[config.mk]
export PLATFORM = sky130hd
export DESIGN_NAME = multicycle_alu
export DESIGN_NICKNAME = d
export VERILOG_FILES = /design/src/rtl/multicycle_alu.sv
export SDC_FILE = /design/constraint.sdc
export NUM_CORES = 2
export LEC_CHECK = 0
export CORE_MARGIN = 2
export CORE_UTILIZATION = 30
export DETAILED_ROUTE_END_ITERATION = 8
export HOLD_SLACK_MARGIN = 0.03
export PLACE_DENSITY = 0.55
export SLEW_MARGIN = 20
export SYNTH_ARGS = -nofsm -noshare
export SYNTH_HDL_FRONTEND = slang
export SYNTH_SLANG_ARGS = --single-unit
[constraint.sdc]
create_clock -name clk -period 7.5 [get_ports clk]
set_clock_uncertainty 0.2 [all_clocks]
set_input_delay 1.5 -clock clk [delete_from_list [all_inputs] [get_ports clk]]
set_output_delay 1.5 -clock clk [all_outputs]
set_load 0.01 [all_outputs]
[src/rtl/multicycle_alu.sv]
// multicycle_alu: clocked ALU with single-cycle ops plus iterative radix-4 Booth MUL
// and non-restoring DIV, sequenced by a start/busy/done handshake.
module multicycle_alu #(
    parameter int WIDTH = 32
) (
    input  logic                 clk,
    input  logic                 clr,
    input  logic                 start,
    input  logic [3:0]           op,
    input  logic [WIDTH-1:0]     a,
    input  logic [WIDTH-1:0]     b,
    output logic                 busy,
    output logic                 done,
    output logic [2*WIDTH-1:0]   result,
    output logic                 div_by_zero
);
    localparam int SHW = $clog2(WIDTH);
    localparam logic [3:0] OP_MUL = 4'b0110;
    localparam logic [3:0] OP_DIV = 4'b0111;

    typedef enum logic [2:0] {S_IDLE, S_MUL, S_DIV, S_DFIX, S_DONE} state_t;

    state_t           r_state, w_next;
    logic [SHW-1:0]   r_cnt;
    logic [WIDTH-1:0] r_a, r_mq, r_dvs, r_quo;
    logic [WIDTH+1:0] r_acc;
    logic [WIDTH:0]   r_rem;
    logic             r_q, r_qneg, r_rneg, r_dz;
    logic             w_accept, w_single;
    logic [SHW-1:0]   w_amt, w_namt;
    logic [WIDTH-1:0] w_lo, w_abs_a, w_abs_b, w_mq_n, w_qn, w_rmag, w_qs, w_rsgn;
    logic [WIDTH+1:0] w_m, w_add, w_sum, w_acc_n;
    logic [WIDTH:0]   w_rs, w_rn;

    assign w_accept = start && r_state == S_IDLE;
    assign w_single = op != OP_MUL && op != OP_DIV;
    assign w_amt    = b[SHW-1:0];
    assign w_namt   = -w_amt;
    assign w_abs_a  = a[WIDTH-1] ? -a : a;
    assign w_abs_b  = b[WIDTH-1] ? -b : b;

    always_comb begin
        w_lo = '0;
        case (op)
            4'b0000: w_lo = a & b;
            4'b0001: w_lo = a | b;
            4'b0010: w_lo = -a;
            4'b0011: w_lo = ~a;
            4'b0100, 4'b1110: w_lo = a + b;
            4'b0101: w_lo = a - b;
            4'b1000: w_lo = a >> w_amt;
            4'b1001: w_lo = $signed(a) >>> w_amt;
            4'b1010: w_lo = a << w_amt;
            4'b1011: w_lo = (a >> w_amt) | (a << w_namt);
            4'b1100: w_lo = (a << w_amt) | (a >> w_namt);
            4'b1101: w_lo = b + WIDTH'(1);
            default: w_lo = '0;
        endcase
    end

    // Booth bit-pair recoding of {mq[1:0], q}; acc carries two guard bits so +/-2M fits
    assign w_m = {{2{r_a[WIDTH-1]}}, r_a};
    always_comb begin
        w_add = '0;
        case ({r_mq[1:0], r_q})
            3'b001, 3'b010: w_add = w_m;
            3'b011:         w_add = w_m << 1;
            3'b100:         w_add = -(w_m << 1);
            3'b101, 3'b110: w_add = -w_m;
            default:        w_add = '0;
        endcase
    end
    assign w_sum   = r_acc + w_add;
    assign w_acc_n = {{2{w_sum[WIDTH+1]}}, w_sum[WIDTH+1:2]};
    assign w_mq_n  = {w_sum[1:0], r_mq[WIDTH-1:2]};

    // Non-restoring step on magnitudes; the remainder is restored once in DFIX
    assign w_rs   = {r_rem[WIDTH-1:0], r_quo[WIDTH-1]};
    assign w_rn   = r_rem[WIDTH] ? w_rs + {1'b0, r_dvs} : w_rs - {1'b0, r_dvs};
    assign w_qn   = {r_quo[WIDTH-2:0], ~w_rn[WIDTH]};
    assign w_rmag = r_rem[WIDTH] ? r_rem[WIDTH-1:0] + r_dvs : r_rem[WIDTH-1:0];
    assign w_qs   = r_qneg ? -r_quo : r_quo;
    assign w_rsgn = r_rneg ? -w_rmag : w_rmag;

    always_ff @(posedge clk or negedge clr) begin
        if (!clr)
            r_state <= S_IDLE;
        else
            r_state <= w_next;
    end

    always_comb begin
        w_next = r_state;
        busy   = r_state == S_MUL || r_state == S_DIV || r_state == S_DFIX;
        done   = r_state == S_DONE;
        case (r_state)
            S_IDLE: if (start) w_next = op == OP_MUL ? S_MUL : op == OP_DIV ? S_DIV : S_DONE;
            S_MUL:  if (r_cnt == SHW'(WIDTH / 2 - 1)) w_next = S_DONE;
            S_DIV:  if (r_cnt == SHW'(WIDTH - 1)) w_next = S_DFIX;
            S_DFIX: w_next = S_DONE;
            default: w_next = S_IDLE;
        endcase
    end

    always_ff @(posedge clk or negedge clr) begin
        if (!clr) begin
            r_cnt       <= '0;
            r_a         <= '0;
            r_mq        <= '0;
            r_acc       <= '0;
            r_q         <= 1'b0;
            r_dvs       <= '0;
            r_quo       <= '0;
            r_rem       <= '0;
            r_qneg      <= 1'b0;
            r_rneg      <= 1'b0;
            r_dz        <= 1'b0;
            result      <= '0;
            div_by_zero <= 1'b0;
        end else if (w_accept) begin
            r_cnt       <= '0;
            r_a         <= a;
            r_mq        <= b;
            r_acc       <= '0;
            r_q         <= 1'b0;
            r_dvs       <= w_abs_b;
            r_quo       <= w_abs_a;
            r_rem       <= '0;
            r_qneg      <= a[WIDTH-1] ^ b[WIDTH-1];
            r_rneg      <= a[WIDTH-1];
            r_dz        <= b == '0;
            div_by_zero <= 1'b0;
            if (w_single)
                result <= {{WIDTH{1'b0}}, w_lo};
        end else if (r_state == S_MUL) begin
            r_cnt <= r_cnt + SHW'(1);
            r_acc <= w_acc_n;
            r_mq  <= w_mq_n;
            r_q   <= r_mq[1];
            if (w_next == S_DONE)
                result <= {w_acc_n[WIDTH-1:0], w_mq_n};
        end else if (r_state == S_DIV) begin
            r_cnt <= r_cnt + SHW'(1);
            r_rem <= w_rn;
            r_quo <= w_qn;
        end else if (r_state == S_DFIX) begin
            result      <= r_dz ? {r_a, {WIDTH{1'b1}}} : {w_rsgn, w_qs};
            div_by_zero <= r_dz;
        end
    end
endmodule
Word level (Yosys, flattened, before mapping)
Index checks and enable logic that the tools add are counted.
{ "word_totals": {"register_bits": 272, "in_bits": 71, "output_inout_bits": 67, "elab_cells": 133} }
{ "op_classes": {"addsub": 15, "n_eq_ne": 34, "shifts": 5, "muxes": 40, "bitwise": 7, "reduce_logical": 18} }
{ "op_table": {"columns": ["cell", "n"], "rows": [
  ["two-way mux 64 bit", 7],
  ["case mux 32 bit (12 select lines)", 1],
  ["two-way mux 32 bit", 10],
  ["case mux 34 bit (4 select lines)", 1],
  ["two-way mux 33 bit", 4],
  ["negator 32 bit", 4],
  ["bitwise OR 32 bit", 3],
  ["two-way mux 34 bit", 2],
  ["negator 34 bit", 2],
  ["adder 32 bit", 2],
  ["left shift 32 x 5 -> 32 bit", 2],
  [">> shifter 32 x 5 -> 32 bit", 2],
  ["adder 34 bit", 1],
  ["adder 33 x 32 -> 33 bit", 1],
  ["subtractor 33 x 32 -> 33 bit", 1],
  ["adder 32 x 1 -> 32 bit, second input constant", 1],
  ["bitwise AND 32 bit", 1],
  ["zero test 32 bit", 1],
  ["inverter 32 bit", 1],
  [">>> shifter 32 x 5 -> 32 bit", 1],
  ["subtractor 32 bit", 1],
  ["equality test 4 bit, second input constant", 7],
  ["equality test 4 x 3 -> 1 bit, second input constant", 4],
  ["equality test 3 bit, second input constant", 5],
  ["other kinds (29)", 54]
]} }

Depth between registers and ports, before layout
{ "logic_depth": {"word_depth": 9, "ltp_mapped": 26, "mapped_depth_nobuf": 26} }

Worst setup path before layout
No wires, ideal clock.
{ "synth_path": {"path_kind": "input to register", "from": "input port b[2]", "to": "register result[27]", "setup_ns": 0.104, "arrival_ns": 5.583, "required_time_ns": 7.196, "path_slack_ns": 1.614, "cell_stages": 17, "path_buffers": 4, "cell_sequence": "clkbuf_1 inv_1 clkbuf_1 buf_1 buf_1 ha_1 o21bai_1 a21oi_1 o21ai_0 o31a_1 a211oi_1 nor3_1 o41ai_1 o31ai_1 xnor2_1 a21oi_1 a221oi_1"} }
{ "synth_via": {"elab_chain_cells": 6, "word_cells_on_any_way": 14, "cone_classes": "add/sub (4); shift (5); mux (3); bitwise (2)"} }
{ "synth_lines": {"columns": ["element", "line_no", "text"], "rows": [
  ["start: declaration", "11", "input logic [WIDTH-1:0] b,"],
  ["negator 5 bit", "38", "assign w_namt = -w_amt;"],
  [">> shifter 32 x 5 -> 32 bit / left shift 32 x 5 -> 32 bit (equally long branches)", "55, 54", null],
  ["bitwise OR 32 bit, on equally long branches", "55, 54", null],
  ["case mux 32 bit (12 select lines) *", "44", "case (op)"],
  ["two-way mux 64 bit *", "133", "if (w_single)"],
  ["two-way mux 64 bit *", "120", "end else if (w_accept) begin"],
  ["end signal: assignment", "134", "result <= {{WIDTH{1'b0}}, w_lo};"],
  ["end signal: assignment", "141", "result <= {w_acc_n[WIDTH-1:0], w_mq_n};"],
  ["end signal: assignment", "147", "result <= r_dz ? {r_a, {WIDTH{1'b1}}} : {w_rsgn, w_qs};"],
  ["end: declaration", "14", "output logic [2*WIDTH-1:0] result,"]
]} }
Mark *: on every way between the ends. The rest lies on a longest branch, timed or not. The select of a mux whose other input is x is not followed.
A chain may end at the register's enable or synchronous reset.

Worst setup path after layout
{ "layout_path": {"from": "register r_a[1]", "to": "register result[59]"} }
{ "layout_via": {"elab_chain_cells": 6, "word_cells_on_any_way": 7, "cone_classes": "add/sub (3); mux (4)"} }
{ "layout_lines": {"columns": ["element", "line_no", "text"], "rows": [
  ["start: declaration", "25", "logic [WIDTH-1:0] r_a, r_mq, r_dvs, r_quo;"],
  ["start signal: assignment", "108", "r_a <= '0;"],
  ["start signal: assignment", "122", "r_a <= a;"],
  ["negator 34 bit, on equally long branches", "69, 68", null],
  ["case mux 34 bit (4 select lines) *", "65", "case ({r_mq[1:0], r_q})"],
  ["adder 34 bit *", "73", "assign w_sum = r_acc + w_add;"],
  ["two-way mux 64 bit *", "140", "if (w_next == S_DONE)"],
  ["two-way mux 64 bit *", "135", "end else if (r_state == S_MUL) begin"],
  ["two-way mux 64 bit *", "120", null]
]} }
Marks and branches as above.

==> results.txt <==
Outcome -> completed
Total of endpoints with negative setup slack in the final report -> 0
Sort of element at the end of the critical path -> flop
Synthesized area per cell -> 7.28 sq um
Leakage Power -> 16.2 nW
Fraction of the yosys area taken by sequential cells -> 19.6%
Hold Buf Count CTS -> 0
Initial antenna violation count -> 11
Largest family of logic cells by synthesized area -> compound AO/OA/AOI/OAI gates
YS warnings -> 0
Number of synthesized flops with an enable pin -> 0
Cell area after synthesis -> 34400 sq um
Worst-case setup margin in the final layout -> 0.936 ns
Worst ir drop on vdd -> 0.000233 V
Width of the die -> 343 um
Buffer and inverter count on the worst path -> 0
Count of pins on the block boundary -> 138
Largest cells by area after synthesis -> sky130_fd_sc_hd__dfrtp_1 20%, sky130_fd_sc_hd__ha_1 8.5%, sky130_fd_sc_hd__o21ai_0 7.5%
Pwr/cell area -> 320 nW/um^2
Clk slew on worst S/H paths -> 0.07 ns
Hold Fails Final Rpt -> 0
Max-slew headroom -> 21.6%
Clock latency on the worst-skew pair -> 0.61 ns
Crit-path max FO -> 7
Number of unique standard cell types used by synthesis -> 90
Simple-gate area share of the yosys netlist -> 19.9%
Detail-routed via count per cell -> 6.13
Leading area contributor after synthesis -> sky130_fd_sc_hd__dfrtp_1
Post-CTS resize count -> 0
CTS Sinks -> 269
Xor-xnor portion of the synthesized cell area -> 8.20%
Core area -> 114000 sq um
Fraction of layout cells with a size suffix above 1 -> 6.80%
Final RePlAce weighted congestion -> 1.06
Setup Total Neg Slack -> 0 ns
Multiplexer share of the synthesized area -> 7.00%
Crit path launch -> r_a[1]
Die Footprint -> 117000 sq um
First-pass detailed-route iteration total -> 8
Quantity of I/O buffers inserted on ports -> 137
Average wire per standard cell -> 27.8 um
Chain of cells forming the critical path -> or4_1 > or3_1 > or3_1 > or2_2 > or3_1 > nand2_1 > xnor2_1 > a22oi_1 > nor2_1 > a221o_1 > ha_1 > nand4_1 > nor2_1 > nand4_1 > o31ai_1 > o21ai_0 > o21ai_0 > and2_1 > nor2_1 > o21ai_0 > nor3b_1 > o21ai_0 > a22o_1
Critical Path Slowest Stage Cell -> sky130_fd_sc_hd__or4_1
CTS Buf Count -> 30
Overall routed net length -> 173000 um
Vias in the first global route -> 34900
Cell class contributing the biggest share of worst-path delay -> simple AND/OR/NAND/NOR gates
P&R area growth vs syn -> 12.4%
CTS Root Buffer Type -> sky130_fd_sc_hd__clkbuf_16
Setup CP Type -> flop to flop
Synth Instances -> 4727
Row cnt -> 124
Min cycle time layout -> 6.56 ns
Maximum number of pins on one net before global-route repair -> 134
Pre-CTS worst setup slack -> 0.967 ns
Most frequent standard cell in the layout excluding fill and tap cells -> sky130_fd_sc_hd__nand2_1
Max Fclk -> 152 MHz
Slew Limit Fails -> 0
Worst Hold Launch -> r_mq[2]
First-pass GRT wire length -> 249000 um
Critical Path RT -> 7.80 ns
Worst Tran Pin Value -> 1.16 ns
Residual overflow from global routing -> 0
# H-tree levels -> 1
Setup repair after global routing missed its margin -> no
Leading cell types in the layout, fill and taps excluded -> 583 x sky130_fd_sc_hd__nand2_1, 516 x sky130_fd_sc_hd__o21ai_0, 419 x sky130_fd_sc_hd__nor2_1
Post-DP HPWL -> 136000 um
Number of nets still failing antenna checks after routing -> 0
DRC violation count after routing -> 0
HP Class -> flop to flop
Fin nets -> 5005
# Post-CTS Setup Buffers -> 0
Starting DRC count in detailed routing -> 4788
Startpoint Class -> flop
Share of synthesized registers carrying an async set or reset -> 100%
DR vias -> 38300
CP Data Arrival Time -> 6.87 ns
Initial Util -> 30.2%
Arithmetic-cell share of the synthesized area counting full adders, half adders and majority gates -> 8.77%
Die H -> 343 um
Largest stage delay, worst path -> 0.58 ns
Worst flop-to-flop path startpoint -> r_a[1]
Area share of the largest cell type after synthesis -> 19.6%
Max-cap violations -> 0
Max Root-Sink Buffers -> 3
Final Cycle Share -> 87.5%
Synthesized flop and latch total -> 269
Dominant synthesized flop cell -> sky130_fd_sc_hd__dfrtp_1
Clock tree from TritonCTS -> done
Compound-Gate Fraction of Synth Area -> 30.9%
Total track usage -> 28.4%
Nets in the synthesized netlist -> 5036
Most numerous cell on the critical path -> sky130_fd_sc_hd__o21ai_0
[layout make-up]
cell class,instances,area [sq um]
Inverter,159,597
Fill cell,12200,75400
Clock buffer,34,817
Multi-Input combinational cell,3945,25800
Timing Repair Buffer,291,2510
Antenna cell,6,15.0
Clock inverter,22,284
Sequential cell,269,6730
Tap cell,1512,1890
[cell usage after synthesis (38+ instances only)]
cell and count:
sky130_fd_sc_hd__a211oi_1 75, sky130_fd_sc_hd__a21o_1 80, sky130_fd_sc_hd__a21oi_1 351, sky130_fd_sc_hd__a221oi_1 39, sky130_fd_sc_hd__a22oi_1 81, sky130_fd_sc_hd__a31oi_1 76
sky130_fd_sc_hd__buf_1 48, sky130_fd_sc_hd__clkbuf_1 293, sky130_fd_sc_hd__dfrtp_1 269, sky130_fd_sc_hd__ha_1 233, sky130_fd_sc_hd__inv_1 149, sky130_fd_sc_hd__mux2i_1 154
sky130_fd_sc_hd__nand2_1 584, sky130_fd_sc_hd__nand2b_1 49, sky130_fd_sc_hd__nand3_1 82, sky130_fd_sc_hd__nor2_1 423, sky130_fd_sc_hd__nor2b_1 39, sky130_fd_sc_hd__nor3_1 86
sky130_fd_sc_hd__o211ai_1 44, sky130_fd_sc_hd__o21ai_0 516, sky130_fd_sc_hd__o22ai_1 64, sky130_fd_sc_hd__o31ai_1 59, sky130_fd_sc_hd__or3_1 38, sky130_fd_sc_hd__xnor2_1 227
sky130_fd_sc_hd__xor2_1 95
[worst paths after layout]
| kind | cells after the start | to | slack, ns |
|---|---|---|---|
| worst min register to register | 2 | r_mq[2] | 0.28 |
| max in group asynchronous | 2 | r_dz | 5.11 |
| min in group asynchronous | 1 | r_rem[24] | 0.66 |
| worst max register to register | 23 | result[59] | 0.94 |
| worst max-delay path | 23 | result[59] | 0.94 |
| worst min-delay path | 2 | r_mq[2] | 0.28 |
[state kept, by name, summed over array words and instances, names as in the netlist]
name	count
r_dz	1
r_state	3
r_mq	32
r_cnt	5
r_acc	32
result	64
r_qneg	1
r_a	32
r_q	1
r_rem	33
r_dvs	32
r_quo	32
div_by_zero	1
[worst min-delay path, cell delays in order, from the launching register on]
cell,delay (ns)
sky130_fd_sc_hd__dfrtp_1,0.35
sky130_fd_sc_hd__nand2_1,0.05
sky130_fd_sc_hd__nand2_1,0.05
[metal layers]
| layer | vias to the layer above | global-route usage [%] | share of wire (%) |
|---|---|---|---|
| met5 | - | 0 | 0.054 |
| met1 | 18500 | 39.4 | 42 |
| met4 | 14 | 12.9 | 5.4 |
| met3 | 395 | 3.52 | 8.5 |
| met2 | 2040 | 44.0 | 44 |
| li1 | 17300 | - | - |
[where the power goes]
group	internal [mW]	switching, mW	total (mW)
sequential	1.95	0.881	2.83
combinational	3.00	4.84	7.85
clock	0.967	0.728	1.70
[cell families after synthesis]
group,after synthesis
compound gates,1675
flops,269
simple gates,1510
mux,200
fa+ha+maj,238
buf+inv,513
xor+xnor,322
[through the flow]
stage                     utilization [%]  hold WS (ns)  power, mW  cells  area (sq um)
after floorplan                         -         0.239       7.79   4727         34400
after global placement               32.9         0.264       10.5   6176         37600
after detailed placement             32.9         0.278       10.5   6176         37600
after CTS                            33.9         0.293       12.3   6232         38700
after global routing                 33.9         0.309       13.2   6232         38700
final                                33.9         0.282       12.4   6238         38700
Note: power is estimated with default switching activity, not from simulation.
